### config.mk
export PLATFORM = sky130hd
export DESIGN_NAME = scarv_cop_aes_lanes
export DESIGN_NICKNAME = d
export VERILOG_FILES = /design/src/rtl/scarv_cop_aes_lanes.sv
export SDC_FILE = /design/constraint.sdc
export NUM_CORES = 1
export LEC_CHECK = 0
export BUFFER_PORTS_ARGS = -buffer_cell sky130_fd_sc_hd__buf_4
export CORE_MARGIN = 1
export CORE_UTILIZATION = 50
export DETAILED_ROUTE_END_ITERATION = 10
export PLACE_DENSITY_LB_ADDON = 0.25
export SYNTH_ARGS = -nofsm -noshare
export SYNTH_HDL_FRONTEND = slang
export SYNTH_SLANG_ARGS = --single-unit
export TNS_END_PERCENT = 1
### constraint.sdc
create_clock -name g_clk -period 17.17 [get_ports g_clk]
set_input_delay 3.434 -clock g_clk [delete_from_list [all_inputs] [get_ports g_clk]]
set_output_delay 3.434 -clock g_clk [all_outputs]
set_load 0.03 [all_outputs]
### src/rtl/scarv_cop_aes_lanes.sv
// AES S-box / MixColumn coprocessor unit with a configurable number of byte lanes.
// Operands are captured at issue, the result is built over 4/L steps and written back once.
module scarv_cop_aes_lanes #(
    parameter int SBOX_LANES = 1,
    parameter int MIX_LANES  = 1
) (
    input  logic        g_clk,
    input  logic        g_resetn,
    input  logic        aes_ivalid,
    input  logic        aes_flush,
    input  logic [31:0] aes_rs1,
    input  logic [31:0] aes_rs2,
    input  logic [4:0]  id_subclass,
    output logic        aes_busy,
    output logic        aes_idone,
    output logic [3:0]  aes_cpr_rd_ben,
    output logic [31:0] aes_cpr_rd_wdata
);

    // Handshake: aes_ivalid is accepted in IDLE unless aes_flush is high, and must
    // then stay high until the single-cycle aes_idone; dropping it earlier aborts.
    if (!(SBOX_LANES == 1 || SBOX_LANES == 2 || SBOX_LANES == 4)) begin : g_bad_sbox_lanes
        $error("SBOX_LANES must be 1, 2 or 4");
    end
    if (!(MIX_LANES == 1 || MIX_LANES == 2 || MIX_LANES == 4)) begin : g_bad_mix_lanes
        $error("MIX_LANES must be 1, 2 or 4");
    end

    localparam logic [4:0] SCLASS_AESSUB_ENC    = 5'b10000;
    localparam logic [4:0] SCLASS_AESSUB_ENCROT = 5'b10010;
    localparam logic [4:0] SCLASS_AESSUB_DEC    = 5'b10001;
    localparam logic [4:0] SCLASS_AESSUB_DECROT = 5'b10011;
    localparam logic [4:0] SCLASS_AESMIX_ENC    = 5'b11000;
    localparam logic [4:0] SCLASS_AESMIX_DEC    = 5'b11001;

    localparam logic [1:0] ST_IDLE    = 2'd0;
    localparam logic [1:0] ST_COMPUTE = 2'd1;
    localparam logic [1:0] ST_DONE    = 2'd2;

    localparam logic [1:0] SUB_LAST = 2'(4 / SBOX_LANES - 1);
    localparam logic [1:0] MIX_LAST = 2'(4 / MIX_LANES - 1);

    // GF(2^8) arithmetic modulo x^8+x^4+x^3+x+1.
    function automatic logic [7:0] xtime(input logic [7:0] a);
        return {a[6:0], 1'b0} ^ (a[7] ? 8'h1b : 8'h00);
    endfunction

    function automatic logic [7:0] gf_mul(input logic [7:0] a, input logic [7:0] b);
        logic [7:0] p;
        logic [7:0] x;
        p = 8'h00;
        x = a;
        for (int i = 0; i < 8; i++) begin
            if (b[i]) p = p ^ x;
            x = xtime(x);
        end
        return p;
    endfunction

    // Multiplicative inverse as a^254 = a^2 * a^4 * ... * a^128; maps 0 to 0.
    function automatic logic [7:0] gf_inv(input logic [7:0] a);
        logic [7:0] sq;
        logic [7:0] acc;
        sq  = a;
        acc = 8'h01;
        for (int i = 1; i < 8; i++) begin
            sq  = gf_mul(sq, sq);
            acc = gf_mul(acc, sq);
        end
        return acc;
    endfunction

    function automatic logic [7:0] rotl8(input logic [7:0] b, input int n);
        return (b << n) | (b >> (8 - n));
    endfunction

    function automatic logic [7:0] sbox_affine(input logic [7:0] b);
        return b ^ rotl8(b, 1) ^ rotl8(b, 2) ^ rotl8(b, 3) ^ rotl8(b, 4) ^ 8'h63;
    endfunction

    function automatic logic [7:0] sbox_inv_affine(input logic [7:0] b);
        return rotl8(b, 1) ^ rotl8(b, 3) ^ rotl8(b, 6) ^ 8'h05;
    endfunction

    function automatic logic [7:0] mix_byte(input logic [7:0] a0, input logic [7:0] a1,
                                            input logic [7:0] a2, input logic [7:0] a3,
                                            input logic dec);
        if (dec)
            return gf_mul(a0, 8'h0e) ^ gf_mul(a1, 8'h0b) ^ gf_mul(a2, 8'h0d) ^ gf_mul(a3, 8'h09);
        return xtime(a0) ^ xtime(a1) ^ a1 ^ a2 ^ a3;
    endfunction

    logic [1:0]       state_q, state_d;
    logic [1:0]       step_q, step_d;
    logic [3:0][7:0]  col_q, col_d;
    logic [4:0]       sub_q, sub_d;
    logic [31:0]      result_q, result_d;

    logic             issue;
    logic             issue_known;
    logic             is_sub_q;
    logic             is_mix_q;
    logic             dec_q;
    logic             rot_q;
    logic [1:0]       step_last;
    logic             done_vis;
    logic [31:0]      wb_word;

    // Only the column bytes are captured; the other operand bytes never reach the datapath.
    logic unused_rs_bits;
    assign unused_rs_bits = ^{aes_rs1[31:24], aes_rs1[15:8], aes_rs2[23:16], aes_rs2[7:0]};

    assign issue       = (state_q == ST_IDLE) && aes_ivalid && !aes_flush;
    assign issue_known = id_subclass inside {SCLASS_AESSUB_ENC, SCLASS_AESSUB_ENCROT,
                                             SCLASS_AESSUB_DEC, SCLASS_AESSUB_DECROT,
                                             SCLASS_AESMIX_ENC, SCLASS_AESMIX_DEC};

    assign is_sub_q  = sub_q inside {SCLASS_AESSUB_ENC, SCLASS_AESSUB_ENCROT,
                                     SCLASS_AESSUB_DEC, SCLASS_AESSUB_DECROT};
    assign is_mix_q  = sub_q inside {SCLASS_AESMIX_ENC, SCLASS_AESMIX_DEC};
    assign dec_q     = sub_q inside {SCLASS_AESSUB_DEC, SCLASS_AESSUB_DECROT, SCLASS_AESMIX_DEC};
    assign rot_q     = sub_q inside {SCLASS_AESSUB_ENCROT, SCLASS_AESSUB_DECROT};
    assign step_last = is_sub_q ? SUB_LAST : MIX_LAST;

    logic [1:0] sb_idx [SBOX_LANES];
    logic [7:0] sb_out [SBOX_LANES];
    logic [1:0] mx_idx [MIX_LANES];
    logic [7:0] mx_out [MIX_LANES];

    // Forward and inverse S-box share one inverter per lane.
    for (genvar j = 0; j < SBOX_LANES; j++) begin : g_sbox_lane
        logic [7:0] sb_in;
        logic [7:0] inv_in;
        logic [7:0] inv_out;
        assign sb_idx[j] = step_q * 2'(SBOX_LANES) + 2'(j);
        assign sb_in     = col_q[sb_idx[j]];
        assign inv_in    = dec_q ? sbox_inv_affine(sb_in) : sb_in;
        assign inv_out   = gf_inv(inv_in);
        assign sb_out[j] = dec_q ? inv_out : sbox_affine(inv_out);
    end

    for (genvar j = 0; j < MIX_LANES; j++) begin : g_mix_lane
        logic [1:0] i1;
        logic [1:0] i2;
        logic [1:0] i3;
        assign mx_idx[j] = step_q * 2'(MIX_LANES) + 2'(j);
        assign i1        = mx_idx[j] + 2'd1;
        assign i2        = mx_idx[j] + 2'd2;
        assign i3        = mx_idx[j] + 2'd3;
        assign mx_out[j] = mix_byte(col_q[mx_idx[j]], col_q[i1], col_q[i2], col_q[i3], dec_q);
    end

    always_comb begin
        state_d  = state_q;
        step_d   = step_q;
        col_d    = col_q;
        sub_d    = sub_q;
        result_d = result_q;
        case (state_q)
            ST_IDLE: begin
                if (issue) begin
                    col_d    = {aes_rs2[31:24], aes_rs1[23:16], aes_rs2[15:8], aes_rs1[7:0]};
                    sub_d    = id_subclass;
                    step_d   = 2'd0;
                    result_d = 32'h0;
                    state_d  = issue_known ? ST_COMPUTE : ST_DONE;
                end
            end
            ST_COMPUTE: begin
                if (is_sub_q) begin
                    for (int j = 0; j < SBOX_LANES; j++)
                        result_d[{sb_idx[j], 3'b000} +: 8] = sb_out[j];
                end else begin
                    for (int j = 0; j < MIX_LANES; j++)
                        result_d[{mx_idx[j], 3'b000} +: 8] = mx_out[j];
                end
                step_d = step_q + 2'd1;
                if (aes_flush || !aes_ivalid)
                    state_d = ST_IDLE;
                else if (step_q == step_last)
                    state_d = ST_DONE;
            end
            ST_DONE: state_d = ST_IDLE;
            default: state_d = ST_IDLE;
        endcase
    end

    always_ff @(posedge g_clk) begin
        if (!g_resetn) begin
            state_q  <= ST_IDLE;
            step_q   <= 2'd0;
            col_q    <= '0;
            sub_q    <= 5'd0;
            result_q <= 32'h0;
        end else begin
            state_q  <= state_d;
            step_q   <= step_d;
            col_q    <= col_d;
            sub_q    <= sub_d;
            result_q <= result_d;
        end
    end

    // A flush in the DONE cycle suppresses the writeback in that same cycle.
    assign done_vis = (state_q == ST_DONE) && !aes_flush;
    assign wb_word  = rot_q ? {result_q[23:0], result_q[31:24]} : result_q;

    assign aes_busy         = (state_q != ST_IDLE);
    assign aes_idone        = done_vis;
    assign aes_cpr_rd_ben   = (done_vis && (is_sub_q || is_mix_q)) ? 4'hF : 4'h0;
    assign aes_cpr_rd_wdata = (done_vis && (is_sub_q || is_mix_q)) ? wb_word : 32'h0;

endmodule
**After elaboration in Yosys (flattened, before gate mapping)**

Index checks and enable logic that the tools add are counted.

- Register bits after elaboration: 73
- Output and inout port bits: 38
- ROM bits: 0
- Memories: 0
- Input port bits: 73
- Bits in writable memories: 0
- Latch bits: 0

- Shift operators: 3
- Add/subtract/negate cells: 4
- $mul: 0
- Bitwise logic cells: 230
- Magnitude comparators: 4
- Reductions and logical operators: 19
- Mux-type cells: 254
- Equality and inequality tests: 17
- Div/mod/pow operators: 0

Operators by type and width:

| operator | count |
|---|---|
| 8-bit two-way mux | 124 |
| 8-bit bitwise XOR | 111 |
| 8-bit by 5-bit bitwise XOR with 8-bit output | 103 |
| 5-bit two-way mux | 104 |
| 32-bit two-way mux | 4 |
| 8-bit binary-select mux with 2-bit select | 4 |
| 32-bit bitwise mux | 2 |
| 32-bit case mux with 2 select lines | 1 |
| 8-bit by 7-bit indexed part select with 32-bit output | 2 |
| 5-bit equality test (second input constant) | 12 |
| 8-bit by 7-bit variable shift with 32-bit output (first input constant) | 1 |
| 8-bit by 1-bit bitwise OR with 8-bit output | 2 |
| 8-bit by 3-bit bitwise OR with 8-bit output | 2 |
| 2-bit by 3-bit < comparator with 1-bit output (second input constant) | 4 |
| 2-bit two-way mux | 6 |
| 4-bit two-way mux | 2 |
| 8-bit by 2-bit bitwise OR with 8-bit output | 1 |
| 8-bit by 4-bit bitwise OR with 8-bit output | 1 |
| 8-bit by 6-bit bitwise OR with 8-bit output | 1 |
| 2-bit case mux with 2 select lines | 2 |
| 2-bit nonzero test | 4 |
| 7-bit two-way mux | 1 |
| 5-bit negation with 7-bit output | 1 |
| 1-bit NOT (first input constant) | 7 |
| 19 further kinds | 29 |

**Longest topological paths before layout**

Gate-level depths: netlist of run 1.

- Depth in word-level cells: 145
- Mapped depth: 75
- Depth with buffers taken out: 61

**Worst setup path before layout of run 1**

OpenSTA, ideal clock, no wires.

- Path type: reg2reg
- From: register step_q[0]
- To: register result_q[12]
- Buffers on the path: 15
- Data arrival time: 16.733 ns
- Setup time: 0.127 ns
- Cell stages (with the launch flop): 73
- Path slack: 0.310 ns
- Required time: 17.043 ns
- Path through: dfxtp_1 buf_4 mux4_2 buf_2 xor3_1 mux2i_4 inv_2 ha_1 xnor2_1 o211ai_1 and2_1 clkbuf_1 inv_1 ha_1 clkinv_1 xnor3_1 a21oi_1 nand2b_1 [37 not listed] and3_1 buf_4 buf_2 nor3_1 a311o_1 a22o_1 and2_0 o311a_1 o21a_1 or2_1 buf_2 a211oi_1 a311oi_1 xnor2_1 xor3_1 or3_1 a31oi_1 o21ai_1

- Cells in the longest elaborated chain, start to end: 142

Ends and longest elaborated chain:

| what | line | RTL |
|---|---|---|
| start: declaration | 94 | `logic [1:0] step_q, step_d;` |
| start signal: assignment | 197 | `step_q <= step_d;` |
| 8-bit binary-select mux with 2-bit select | 136, 150 |  |
| 8-bit two-way mux (implied by the code) | 136, 150 |  |
| 8-bit by 1-bit bitwise OR with 8-bit output or 8-bit by 3-bit bitwise OR with 8-bit output (tied branches) | 74 | `return (b << n) \| (b >> (8 - n));` |
| 8-bit bitwise XOR (2 in series) | 82 | `return rotl8(b, 1) ^ rotl8(b, 3) ^ rotl8(b, 6) ^ 8'h05;` |
| 2-bit NOT (no source line) | n/a |  |
| 8-bit two-way mux | 137 | `assign inv_in = dec_q ? sbox_inv_affine(sb_in) : sb_in;` |
| 8-bit two-way mux | 54 | `if (b[i]) p = p ^ x;` |
| 8-bit bitwise XOR | 54 |  |
| [122 not listed] | n/a |  |
| 8-bit by 1-bit bitwise OR with 8-bit output | 74 |  |
| 8-bit bitwise XOR (4 in series) | 78 | `return b ^ rotl8(b, 1) ^ rotl8(b, 2) ^ rotl8(b, 3) ^ rotl8(b, 4) ^ 8'h63;` |
| 4-bit NOT (no source line) | n/a |  |
| 8-bit two-way mux | 139 | `assign sb_out[j] = dec_q ? inv_out : sbox_affine(inv_out);` |
| 8-bit by 7-bit indexed part select with 32-bit output | 172 | `result_d[{sb_idx[j], 3'b000} +: 8] = sb_out[j];` |
| 32-bit bitwise mux | 172 |  |
| 32-bit two-way mux * | 170 | `if (is_sub_q) begin` |
| 32-bit case mux with 2 select lines * | 159 | `case (state_q)` |
| end signal: assignment | 200 | `result_q <= result_d;` |
| end: declaration | 97 | `logic [31:0] result_q, result_d;` |

Mark *: on every way between the ends. The rest lies on a longest branch, timed or not. The select of a mux whose other input is x is not followed.
A chain may end at the register's enable or synchronous reset.

**Worst setup path in the final report of run 1**

- From: register step_q[0]
- To: register result_q[14]

Same word-level chain as after synthesis.

==> metrics.txt, run 1 <==
area delta synth->final=15.6%; DPL Wire Length=42200 microns; Slew @ Worst Pin=1.17 ns; Mapped Area=19900 sq um; fin crit share=0.956; Post-layout nets=2801; Max FO, Critical Path=13; syn_nets=2687; Pins Over Slew Limit=0; Chip Width=201 microns; async set or reset register ratio after synthesis=0; Pre-antenna DRT Iters=6; Core ar.=38900 sq um; worst-skew pair later-pin latency=0.34 ns; Seq/Total Area, Yosys=0.0735; Unique masters post-synth=107; #FFs+latches synth=73; leading area contributor after synthesis=xnor2_1; Post-Syn Instances=2603; H-tree depth=3; DRC=0; Max Cap Viol=0; final WL=57300 microns; Routed Antenna Nets=0; gpl congestion=0.900; EDFF count, synth=0; clock sink count=73; starting density of the core=0.511; die height=201 microns; root buffer selected by CTS=clkbuf_16; hold buffer count at CTS=0; PortBufs=78; Final Hold Viols=0; first-pass GRT wire length=92400 microns; Total GRT Usage=0.271; Synth area leaders=xnor2_1, xnor3_1, dfxtp_1, nand2_1, xor2_1; most used cell, CP=xnor2_1; DR vias/cell=5.90; row cnt=72; clock buffer depth=2; CP max stage delay=0.59 ns; Crit. End Element=register; final setup fails=0; DR vias=19100; Inserted Clock Buffers=9; Crit path required time=17.38 ns; Crit-path slowest cell=mux4_2; Fillers=3489; Synth top area share=0.192; Post-synth top flop=dfxtp_1; placed cells=3165; Crit Path Category=register to register; status=completed; routed len/inst=17.7 microns; Critical Path Start Type=register; TritonCTS clock tree=done; CP arrival=16.62 ns; initial antenna violation count=0; largest net degree at the start of global routing=44; vias in the first global route=18100; Yosys warnings=0; Finished Layout Cells=3240; Setup Skew=0.0163 ns; Slew headroom=0.213; # diodes=0; clock slew at reported path FFs=0.07 ns; Initial DRC Count=1408; share of cells above drive strength 1=0.189; number of I/O pins=111; Fmax=60.9 MHz; mean post-synth cell area=7.64 sq um; fin crit period=16.41 ns; global route overflow=0; type of the tightest min-delay check=register to register; die area=40600 sq um
-- cells in the mapped netlist, types with 19 or more instances --
cell type    n
o211ai_1    19
nor2_1     293
nand2_1    371
nand3_1     47
nor3_1      61
inv_1       27
mux4_2      24
a211oi_1    25
xnor2_2     24
o21ai_0    100
buf_2       50
o21ai_1     53
xor2_1     126
xnor3_1     83
mux2i_1     64
dfxtp_1     73
a21boi_0    44
clkbuf_1   107
a21oi_1    142
xnor2_1    437
-- cell usage in the layout, fill, tap and decap left out, types with 61 or more instances in the layout --
| cell | count |
|---|---|
| nor2_1 | 292 |
| xor2_1 | 116 |
| mux2i_1 | 61 |
| xnor3_1 | 75 |
| buf_4 | 281 |
| o21ai_0 | 96 |
| xnor2_1 | 404 |
| nand2_1 | 369 |
| dfxtp_1 | 71 |
| a21oi_1 | 142 |
-- sequential cells by signal, summed over array words and instances (netlist names) --
name      flops
col_q        32
result_q     32
sub_q         5
state_q       2
step_q        2
-- logic make-up (layout without fill, tap and decap cells) --
family / Yosys count / in the layout / share of synthesized area
simple gates: 902 / 902 / 0.196
buf+inv: 222 / 341 / 0.0486
compound gates: 568 / 568 / 0.187
flops: 73 / 73 / 0.0735
fa+ha+maj: 12 / 12 / 0.00743
mux: 110 / 110 / 0.0734
xor+xnor: 716 / 716 / 0.414
-- worst paths after layout --
path,startpoint,end,slack [ns],cells past startpoint
worst max-delay path,step_q[0],result_q[14],0.76,62
worst max register to register,step_q[0],result_q[14],0.76,62
worst min register to register,result_q[15],result_q[15],0.47,2
worst min-delay path,result_q[15],result_q[15],0.47,2
-- final cells by class --
type	count	area (sq um)	area share
clock buffer	10	229	0.00996
clock inverter	6	115	0.00501
inverter	34	128	0.00555
sequential	73	1470	0.0638
tap	518	648	0.0282
timing repair buffer	291	2270	0.0986
multi-input combinational	2308	18100	0.789
-- worst max-delay path: cells and delay by family (launching register included) --
family	cells	cell delay, ns
mux	3	0.90
buf+inv	6	0.87
xor+xnor	35	10.14
flops	1	0.46
fa+ha+maj	2	0.69
simple gates	8	1.05
compound gates	8	2.18
-- per-layer routing --
metal / up-vias / track usage / part of all wire
li1: 9217 / - / -
met1: 9093 / 0.359 / 0.43
met3: 116 / 0.0207 / 0.060
met4: 0 / 0.0817 / 0.023
met2: 686 / 0.470 / 0.49
met5: - / 0 / 0
-- per-stage QoR --
step | utilization | worst slack (ns) | hold WS [ns] | TNS (ns) | cell area (sq um)
final | 0.591 | 0.757 | 0.472 | 0 | 23000
after global routing | 0.591 | -0.0818 | 0.502 | -0.815 | 23000
after CTS | 0.566 | 0.105 | 0.474 | 0 | 22000
after detailed placement | 0.554 | -0.588 | 0.464 | -11.14 | 21600
after global placement | 0.554 | -0.229 | 0.455 | -2.14 | 21600
after floorplan | - | 0.310 | 0.440 | 0 | 19900
-- timing repair --
| action | in CTS | in global routing |
|---|---|---|
| gates resized for setup | 9 | 83 |
| hold endpoints to repair | 0 | 0 |
| endpoints found under the setup margin | 32 | 32 |
| pin swaps | 5 | 24 |
| setup buffers | 6 | 53 |
Power of run 1 is left out: the tool's default activity adds up to more than one toggle a clock period on the data nets, which glitch-free logic cannot reach.
==> run 2: changes to the inputs <==
--- a/config.mk
+++ b/config.mk
@@ -6,8 +6,10 @@
 export NUM_CORES = 1
 export LEC_CHECK = 0
 export BUFFER_PORTS_ARGS = -buffer_cell sky130_fd_sc_hd__buf_4
+export CELL_PAD_IN_SITES_DETAIL_PLACEMENT = 1
+export CELL_PAD_IN_SITES_GLOBAL_PLACEMENT = 1
 export CORE_MARGIN = 1
-export CORE_UTILIZATION = 50
+export CORE_UTILIZATION = 44
 export DETAILED_ROUTE_END_ITERATION = 10
 export PLACE_DENSITY_LB_ADDON = 0.25
 export SYNTH_ARGS = -nofsm -noshare
==> run 2 against run 1 <==
Against the previous run:
- fmax down 0.97%
- final cell count up 1.7%
- clock-buffer cell count down 1
- die area up 13%
- hold slack better by 0.0065 ns
- flip-flop and latch count unchanged
- via count up 1.8%
- cell area down 0.21%
==> metrics.txt, run 2 (synthesis results as in run 1) <==
status=completed; Top Metal Used=met4; row cnt=77; Core ar.=44400 sq um; Crit-path slowest cell=mux4_2; # diodes=0; buffer and inverter count on the worst path=9; PortBufs=78; Slew headroom=0.102; most frequent cells in the layout=xnor2_1, nand2_1, nor2_1; Final Hold Viols=0; die height=215 microns; clock sink count=73; Total GRT Usage=0.280; Setup Skew=0.0125 ns; initial antenna violation count=0; type of the tightest min-delay check=register to register; area delta synth->final=15.3%; final WL=66800 microns; Crit path max-delay family=XOR/XNOR gates; DPL Wire Length=48600 microns; routed len/inst=20.3 microns; fin crit share=0.965; DR vias=19400; worst-skew pair later-pin latency=0.34 ns; Routed Antenna Nets=0; DRC=0; Chip Width=215 microns; clock buffer depth=2; Crit path required time=17.42 ns; Met1 Wirelength=29200 microns; largest net degree at the start of global routing=43; final core utilization=0.516; Max FO, Critical Path=14; number of I/O pins=111; R2R setup slack=0.60 ns; root buffer selected by CTS=clkbuf_16; Routed met3 length=2210 microns; worst reg2reg path depth=63; clock slew at reported path FFs=0.06 ns; Pins Over Slew Limit=0; Post-layout nets=2782; Crit. End Element=register; Slew @ Worst Pin=1.34 ns; H-tree depth=3; final setup fails=0; first-pass GRT wire length=107000 microns; most common cell after layout, fill and taps aside=xnor2_1; CP max stage delay=0.54 ns; fin crit period=16.57 ns; met2 WL=34000 microns; Initial DRC Count=1203; Max Cap Viol=0; Inserted Clock Buffers=9; gpl congestion=0.889; TritonCTS clock tree=done; starting density of the core=0.448; die area=46000 sq um; Crit Path Category=register to register; Critical Path Start Type=register; Pre-antenna DRT Iters=5; DR vias/cell=5.90; CP arrival=16.83 ns; Fmax=60.3 MHz; hold path cells=2; largest registers=col_q x32, result_q x32, sub_q x5; global route overflow=0; WP depth=63; share of cells above drive strength 1=0.191; hold_ws=0.478 ns; most used cell, CP=xnor3_1; vias in the first global route=20100; Fillers=5447
-- run 2: layout make-up --
class	instances	area (sq um)	share of cell area
clock inverter	7	93.8	0.00409
sequential	73	1470	0.0639
inverter	34	128	0.00556
tap	592	741	0.0323
clock buffer	9	225	0.00982
multi-input combinational	2309	18200	0.795
timing repair buffer	271	2050	0.0892
-- run 2: final timing paths --
path,start,to
worst max-delay path,step_q[0],result_q[10]
worst min-delay path,result_q[14],result_q[14]
worst max register to register,step_q[0],result_q[10]
worst min register to register,result_q[14],result_q[14]
-- run 2: worst register-to-register path: cells and delay by family, from the launching register on --
kind | cells | cell delay (ns)
adder cells (fa/ha/maj) | 2 | 0.71
buffers and inverters | 9 | 1.75
flip-flops | 1 | 0.47
multiplexers | 2 | 0.72
AO/OA/AOI/OAI | 10 | 1.93
XOR/XNOR | 32 | 9.85
AND/OR/NAND/NOR | 8 | 1.05
-- run 2: per-stage QoR --
step / setup slack, ns / TNS (ns) / instance area (sq um) / std cells
2_1_floorplan: 0.310 / 0 / 19900 / 2603
3_5_place_dp: -0.785 / -18.93 / 21600 / 3227
5_1_grt: -0.0950 / -1.03 / 22900 / 3295
4_1_cts: 0.00253 / 0 / 22200 / 3260
3_3_place_gp: -0.284 / -3.81 / 21600 / 3227
6_report: 0.596 / 0 / 22900 / 3295
-- run 2: repair_timing --
action	CTS	global route
pin swaps	10	26
setup endpoints to repair	32	32
endpoints found under the hold margin	0	0
gates cloned	0	1
setup buffers	17	34
hold buffers	0	0
resized for setup	27	78
-- run 2: metal layers --
layer	track usage	up-vias
met5	0	-
met2	0.514	490
met4	0.0640	0
met3	0.0149	93
li1	-	9160
met1	0.357	9705
Power of run 2 is left out for the same reason.
